File: src/rtl/pc_gen.sv
// Program-counter generator for the fetch stage of a five-stage pipeline.
// Boots for BOOT_DELAY cycles, then issues sequential fetches. Next-PC priority
// is trap > redirect > RAS return > stall > PC+INC. A circular return-address
// stack records call return points, and a HALT state freezes fetch.
//
// Ports:
//   clk, rst_n      clock (rising edge), asynchronous active-low reset
//   stall_i         hold the PC (load-use hazard)
//   redirect_i      branch/jump taken, target redirect_pc_i
//   trap_i          exception/interrupt entry, target trap_vec_i
//   call_i          current fetch is a call; push pc_o+INC
//   ret_i           current fetch is a return; pop and jump
//   halt_i          request halt
//   resume_i        leave halt
//   pc_o            current fetch address
//   pc_valid_o      pc_o is a real fetch
//   halted_o        FSM is in HALT
//   ras_empty_o     RAS holds no entries
//   ras_full_o      RAS holds RAS_DEPTH entries
//   misalign_o      one-cycle pulse while pc_o holds a corrected target
//
// Build option: define PC_ALIGN_CHECK_EN to force bits [1:0] of trap, redirect
// and RAS targets to zero and flag the correction on misalign_o. Without it,
// targets are used verbatim and misalign_o is tied low.

module pc_gen #(
   parameter int unsigned     XLEN       = 32,
   parameter logic [XLEN-1:0] RESET_VEC  = '0,
   parameter int unsigned     INC        = 4,
   parameter int unsigned     RAS_DEPTH  = 4,
   parameter int unsigned     BOOT_DELAY = 2
) (
   input  logic            clk,
   input  logic            rst_n,
   input  logic            stall_i,
   input  logic            redirect_i,
   input  logic [XLEN-1:0] redirect_pc_i,
   input  logic            trap_i,
   input  logic [XLEN-1:0] trap_vec_i,
   input  logic            call_i,
   input  logic            ret_i,
   input  logic            halt_i,
   input  logic            resume_i,
   output logic [XLEN-1:0] pc_o,
   output logic            pc_valid_o,
   output logic            halted_o,
   output logic            ras_empty_o,
   output logic            ras_full_o,
   output logic            misalign_o
);

   localparam int unsigned PTR_W  = $clog2(RAS_DEPTH);
   localparam int unsigned CNT_W  = PTR_W + 1;
   localparam int unsigned BOOT_W = (BOOT_DELAY > 1) ? $clog2(BOOT_DELAY) : 1;

   typedef enum logic [1:0] {
      S_BOOT = 2'd0,
      S_RUN  = 2'd1,
      S_HALT = 2'd2
   } state_t;

   state_t              state_q, state_d;
   logic [BOOT_W-1:0]   boot_cnt_q, boot_cnt_d;
   logic [XLEN-1:0]     pc_q, pc_d;
   logic [XLEN-1:0]     pc_inc;
   logic [XLEN-1:0]     tgt;
   logic                tgt_sel;

   logic [XLEN-1:0]     ras_mem [RAS_DEPTH];
   logic [PTR_W-1:0]    ras_tp_q, ras_tp_d;
   logic [CNT_W-1:0]    ras_cnt_q, ras_cnt_d;
   logic [PTR_W-1:0]    ras_wr_idx;
   logic                ras_push, ras_pop;
   logic                ras_empty, ras_full;
   logic [XLEN-1:0]     ras_top;

   assign pc_inc    = pc_q + XLEN'(INC);
   assign ras_empty = (ras_cnt_q == '0);
   assign ras_full  = (ras_cnt_q == CNT_W'(RAS_DEPTH));
   assign ras_top   = ras_mem[ras_tp_q];

   // State register
   always_ff @(posedge clk or negedge rst_n) begin
      if (!rst_n) begin
         state_q    <= S_BOOT;
         boot_cnt_q <= '0;
      end else begin
         state_q    <= state_d;
         boot_cnt_q <= boot_cnt_d;
      end
   end

   // Next-state logic: boot countdown, halt entry, resume/trap exit
   always_comb begin
      state_d    = state_q;
      boot_cnt_d = boot_cnt_q;
      case (state_q)
         S_BOOT: begin
            if (boot_cnt_q == BOOT_W'(BOOT_DELAY - 1)) begin
               state_d = S_RUN;
            end else begin
               boot_cnt_d = boot_cnt_q + BOOT_W'(1);
            end
         end
         S_RUN: begin
            // A simultaneous trap wins over halt and keeps us running
            if (halt_i && !trap_i) begin
               state_d = S_HALT;
            end
         end
         S_HALT: begin
            if (trap_i || resume_i) begin
               state_d = S_RUN;
            end
         end
         default: state_d = S_BOOT;
      endcase
   end

   // State-decoded outputs
   always_comb begin
      pc_valid_o = 1'b0;
      halted_o   = 1'b0;
      case (state_q)
         S_RUN:   pc_valid_o = 1'b1;
         S_HALT:  halted_o   = 1'b1;
         default: ;
      endcase
   end

   // Next-PC selection and RAS request decode
`ifdef PC_ALIGN_CHECK_EN
   logic misalign_q, misalign_d;
`endif
   always_comb begin
      pc_d     = pc_q;
      tgt      = '0;
      tgt_sel  = 1'b0;
      ras_push = 1'b0;
      ras_pop  = 1'b0;
      case (state_q)
         S_RUN: begin
            ras_push = call_i & ~stall_i & ~trap_i;
            ras_pop  = ret_i & ~trap_i & ~redirect_i & ~ras_empty;
            if (trap_i) begin
               tgt_sel = 1'b1;
               tgt     = trap_vec_i;
            end else if (redirect_i) begin
               tgt_sel = 1'b1;
               tgt     = redirect_pc_i;
            end else if (ras_pop) begin
               tgt_sel = 1'b1;
               tgt     = ras_top;
            end else if (!stall_i) begin
               pc_d = pc_inc;
            end
         end
         S_HALT: begin
            if (trap_i) begin
               tgt_sel = 1'b1;
               tgt     = trap_vec_i;
            end
         end
         default: ;
      endcase
      if (tgt_sel) begin
`ifdef PC_ALIGN_CHECK_EN
         pc_d = {tgt[XLEN-1:2], 2'b00};
`else
         pc_d = tgt;
`endif
      end
`ifdef PC_ALIGN_CHECK_EN
      misalign_d = tgt_sel & (|tgt[1:0]);
`endif
   end

   // RAS pointer/count update; call+return replaces the top in place
   always_comb begin
      ras_tp_d   = ras_tp_q;
      ras_cnt_d  = ras_cnt_q;
      ras_wr_idx = ras_tp_q + PTR_W'(1);
      if (ras_push && ras_pop) begin
         ras_wr_idx = ras_tp_q;
      end else if (ras_push) begin
         // When full the pointer wraps onto the oldest entry
         ras_tp_d = ras_tp_q + PTR_W'(1);
         if (!ras_full) begin
            ras_cnt_d = ras_cnt_q + CNT_W'(1);
         end
      end else if (ras_pop) begin
         ras_tp_d  = ras_tp_q - PTR_W'(1);
         ras_cnt_d = ras_cnt_q - CNT_W'(1);
      end
   end

   // PC and RAS bookkeeping registers
   always_ff @(posedge clk or negedge rst_n) begin
      if (!rst_n) begin
         pc_q      <= RESET_VEC;
         ras_tp_q  <= '0;
         ras_cnt_q <= '0;
      end else begin
         pc_q      <= pc_d;
         ras_tp_q  <= ras_tp_d;
         ras_cnt_q <= ras_cnt_d;
      end
   end

   // RAS storage; contents are meaningless while count is zero
   always_ff @(posedge clk) begin
      if (ras_push) begin
         ras_mem[ras_wr_idx] <= pc_inc;
      end
   end

`ifdef PC_ALIGN_CHECK_EN
   always_ff @(posedge clk or negedge rst_n) begin
      if (!rst_n) begin
         misalign_q <= 1'b0;
      end else begin
         misalign_q <= misalign_d;
      end
   end
   assign misalign_o = misalign_q;
`else
   assign misalign_o = 1'b0;
`endif

   assign pc_o        = pc_q;
   assign ras_empty_o = ras_empty;
   assign ras_full_o  = ras_full;

endmodule

File: config.mk
export PLATFORM = sky130hd
export DESIGN_NAME = pc_gen
export DESIGN_NICKNAME = d
export VERILOG_FILES = /design/src/rtl/pc_gen.sv
export SDC_FILE = /design/constraint.sdc
export NUM_CORES = 1
export LEC_CHECK = 0
export BUFFER_PORTS_ARGS = -buffer_cell sky130_fd_sc_hd__buf_2
export CAP_MARGIN = 20
export CORE_MARGIN = 4
export CORE_UTILIZATION = 36
export DETAILED_ROUTE_END_ITERATION = 8
export PLACE_DENSITY = 0.59
export REMOVE_ABC_BUFFERS = 1
export SLEW_MARGIN = 20
export SYNTH_ARGS = -nofsm -noshare
export SYNTH_HDL_FRONTEND = slang
export SYNTH_SLANG_ARGS = --single-unit
File: constraint.sdc
create_clock -name clk -period 5.69 [get_ports clk]
set_input_delay 0.2845 -clock clk [delete_from_list [all_inputs] [get_ports clk]]
set_output_delay 0.2845 -clock clk [all_outputs]
set_load 0.01 [all_outputs]
==> metrics.cfg <==
[status]
status=completed

[clock_network]
clkLatencyLatePin_ns=0.42
postCtsSetupRepairBufs=0
h-tree-depth=4
cts_tree=done
cts_sinks=168
cts_resized=0
clk_path_buf_depth=2
cts_made_buffers=17
cts_root_buffer=clkbuf_16
clkTransAtPathRegs_ns=0.06

[global_route]
grt_usage_pct=18.2
antenna_found_initial=0
grt_start_max_net_pins=41
grt_pass1_vias=5780
grt_overflow=0
grt_first_pass_wirelength_um=33500

[drt]
drt_iter0_drc=378
route.vias.total=5525
vias_per_cell=5.79
drtAntennaViolNets=0
drcViolationCount=0
dr.pass1.iters=5
drt_wl_total_um=22100
wire_per_inst_um=23.2

[power]
cellPowerDensity_nw_per_um2=464
leakagePower_nw=3.54
power_mw=4.44
ir_worst_vdd_mv=0.206

[timing]
hold_viol=0
setup_slack_ns=2.27
relSlewSlack_pct=36.3
worst_pin_slew_ns=0.948
period_share_pct=60.1
period_needed_ns=3.42
fmax_mhz=292
rsz0062_at_grt=no
skew_ns=0.00687
slew_viol_final=0
setup_viol=0

[placed_design]
pre_cts_ws_ns=2.06
dp_hpwl_um=14000
io_buffers=108
gp_congestion=0.754

[synth]
synth-warning-count=0
yosysMostFrequentCell=edfxtp_1
synth.area.top_cells=edfxtp_1 48%, dfrtp_1 13%, mux4_2 9.0%
ys_top_cells_by_count=128 x edfxtp_1, 40 x dfrtp_1, 38 x o21ai_0
syn-instance-count=558
avgSynthCellArea_sq_um=14.3
netlist_area_sq_um=8010
synth_edf_count=128
async_flop_share_pct=23.8
ys_types=59
synth-seq-area-share_pct=60.5
synth_largest_area_cell=edfxtp_1
synth_top_area_share_pct=48.0
ys.flop_type=edfxtp_1
ys_ff_latch=168

[floorplanning]
initial_core_util_pct=36.7
ios=110
die_h_um=157
die_area_sq_um=24700
core_area_sq_um=21800
die_width_um=157
rows=54

[layout]
drive_gt1_share_pct=30.4
final_util_pct=43.8
nets=743
n_antenna_cell=0
areaGrowthSynthToFinish_pct=19.5

[run]
cap_viol_max_count=0

[setup_path]
critPathArrivalTime_ns=3.54
timing.critical_path.mode_cell=ha_1
critPathLaunchType=flip-flop
max_stage_delay_ns=0.50
cpMaxStageDelayCell=nor2_4
path_class=flip-flop to flip-flop
worstPathMaxFanout=34
cp_top_family=simple AND/OR/NAND/NOR gates
regToRegSetupSlack_ns=2.27
worstPathCellList=inv_1, ha_1, nor4b_4, buf_4, ha_1, nor2b_1, mux2i_1, nor2_4, buf_16
cp_num_buf_inv=3
cp-end-kind=flip-flop
required_ns=5.81

[hold_path]
hold_class=input pin to flip-flop

-- flip-flops by register name, indices dropped and copies added, names as in the netlist --
register and flops:
pc_o 32, boot_cnt_q 1, ras_cnt_q 3, state_q 2, ras_mem 128, ras_tp_q 2
-- cell families after synthesis --
logic type	Yosys count	share of synthesized area, %
mux	38	9.78
buf+inv	50	2.83
simple gates	125	9.07
compound gates	133	12.6
fa+ha+maj	8	1.34
flops	168	60.5
other cells	1	0.0468
xor+xnor	35	3.83
-- worst min-delay path, delay by kind of cell --
family	cells	cell delay, ns
AOI/OAI and AO/OA	2	0.18
buffers and inverters	1	0.07
-- final cells by class --
class | instances | area, sq um
sequential | 168 | 4850
timing repair buffer | 124 | 702
clock inverter | 8 | 165
inverter | 11 | 41.3
clock buffer | 24 | 492
tap | 280 | 350
multi-input combinational | 340 | 2970
fill | 1953 | 12300
-- final timing paths --
| path | depth (start not counted) | from | to |
|---|---|---|---|
| max in group asynchronous | 2 | rst_n | ras_tp_q[0] |
| min reg2reg | 1 | boot_cnt_q | boot_cnt_q |
| min | 3 | trap_vec_i[3] | pc_o[3] |
| max | 9 | state_q[1] | ras_mem[0][20] |
| min in group asynchronous | 2 | rst_n | state_q[1] |
| max reg2reg | 9 | state_q[1] | ras_mem[0][20] |
-- through the flow --
stage | area (sq um) | hold WS, ns | TNS, ns | cells
5_1_grt | 9570 | 0.149 | 0 | 955
2_1_floorplan | 7820 | -0.0111 | -1.89 | 519
3_5_place_dp | 8840 | 0.469 | 0 | 919
4_1_cts | 9490 | 0.126 | 0 | 951
6_report | 9570 | 0.153 | 0 | 955
3_3_place_gp | 8840 | 0.451 | 0 | 919
-- layer usage --
layer	vias to the layer above	part of all wire, %	GRT usage [%]
met2	208	49	30.0
met4	0	2.0	6.31
met1	2822	43	23.7
li1	2465	-	-
met3	30	5.7	4.12
met5	-	0	0
-- repair_timing --
item,in CTS,in global routing
endpoints found under the hold margin,0,40
hold buffers,0,1
endpoints found under the setup margin,0,0
-- power by group --
| group | leakage [nW] | switching (mW) | internal (mW) |
|---|---|---|---|
| sequential | 1.69 | 0.186 | 1.54 |
| combinational | 1.53 | 0.828 | 0.607 |
| clock | 0.324 | 0.452 | 0.824 |
-- layout by cell type (no fill, tap or decap), types with 5 or more instances in the layout --
master / instances
mux4_2: 32
a31oi_1: 6
bufinv_16: 5
nor2_1: 25
xor2_1: 9
a221oi_1: 12
inv_1: 11
buf_2: 107
nand2_1: 27
xnor2_1: 26
ha_1: 7
o21ai_0: 38
a221o_1: 24
nand4_1: 9
o2111ai_1: 11
buf_4: 13
a21o_1: 6
a211o_1: 8
edfxtp_1: 128
clkbuf_16: 17
o311ai_1: 8
nand3_1: 10
nor3_1: 18
dfrtp_1: 39
a21oi_1: 6
(Power assumes the default switching activity.)
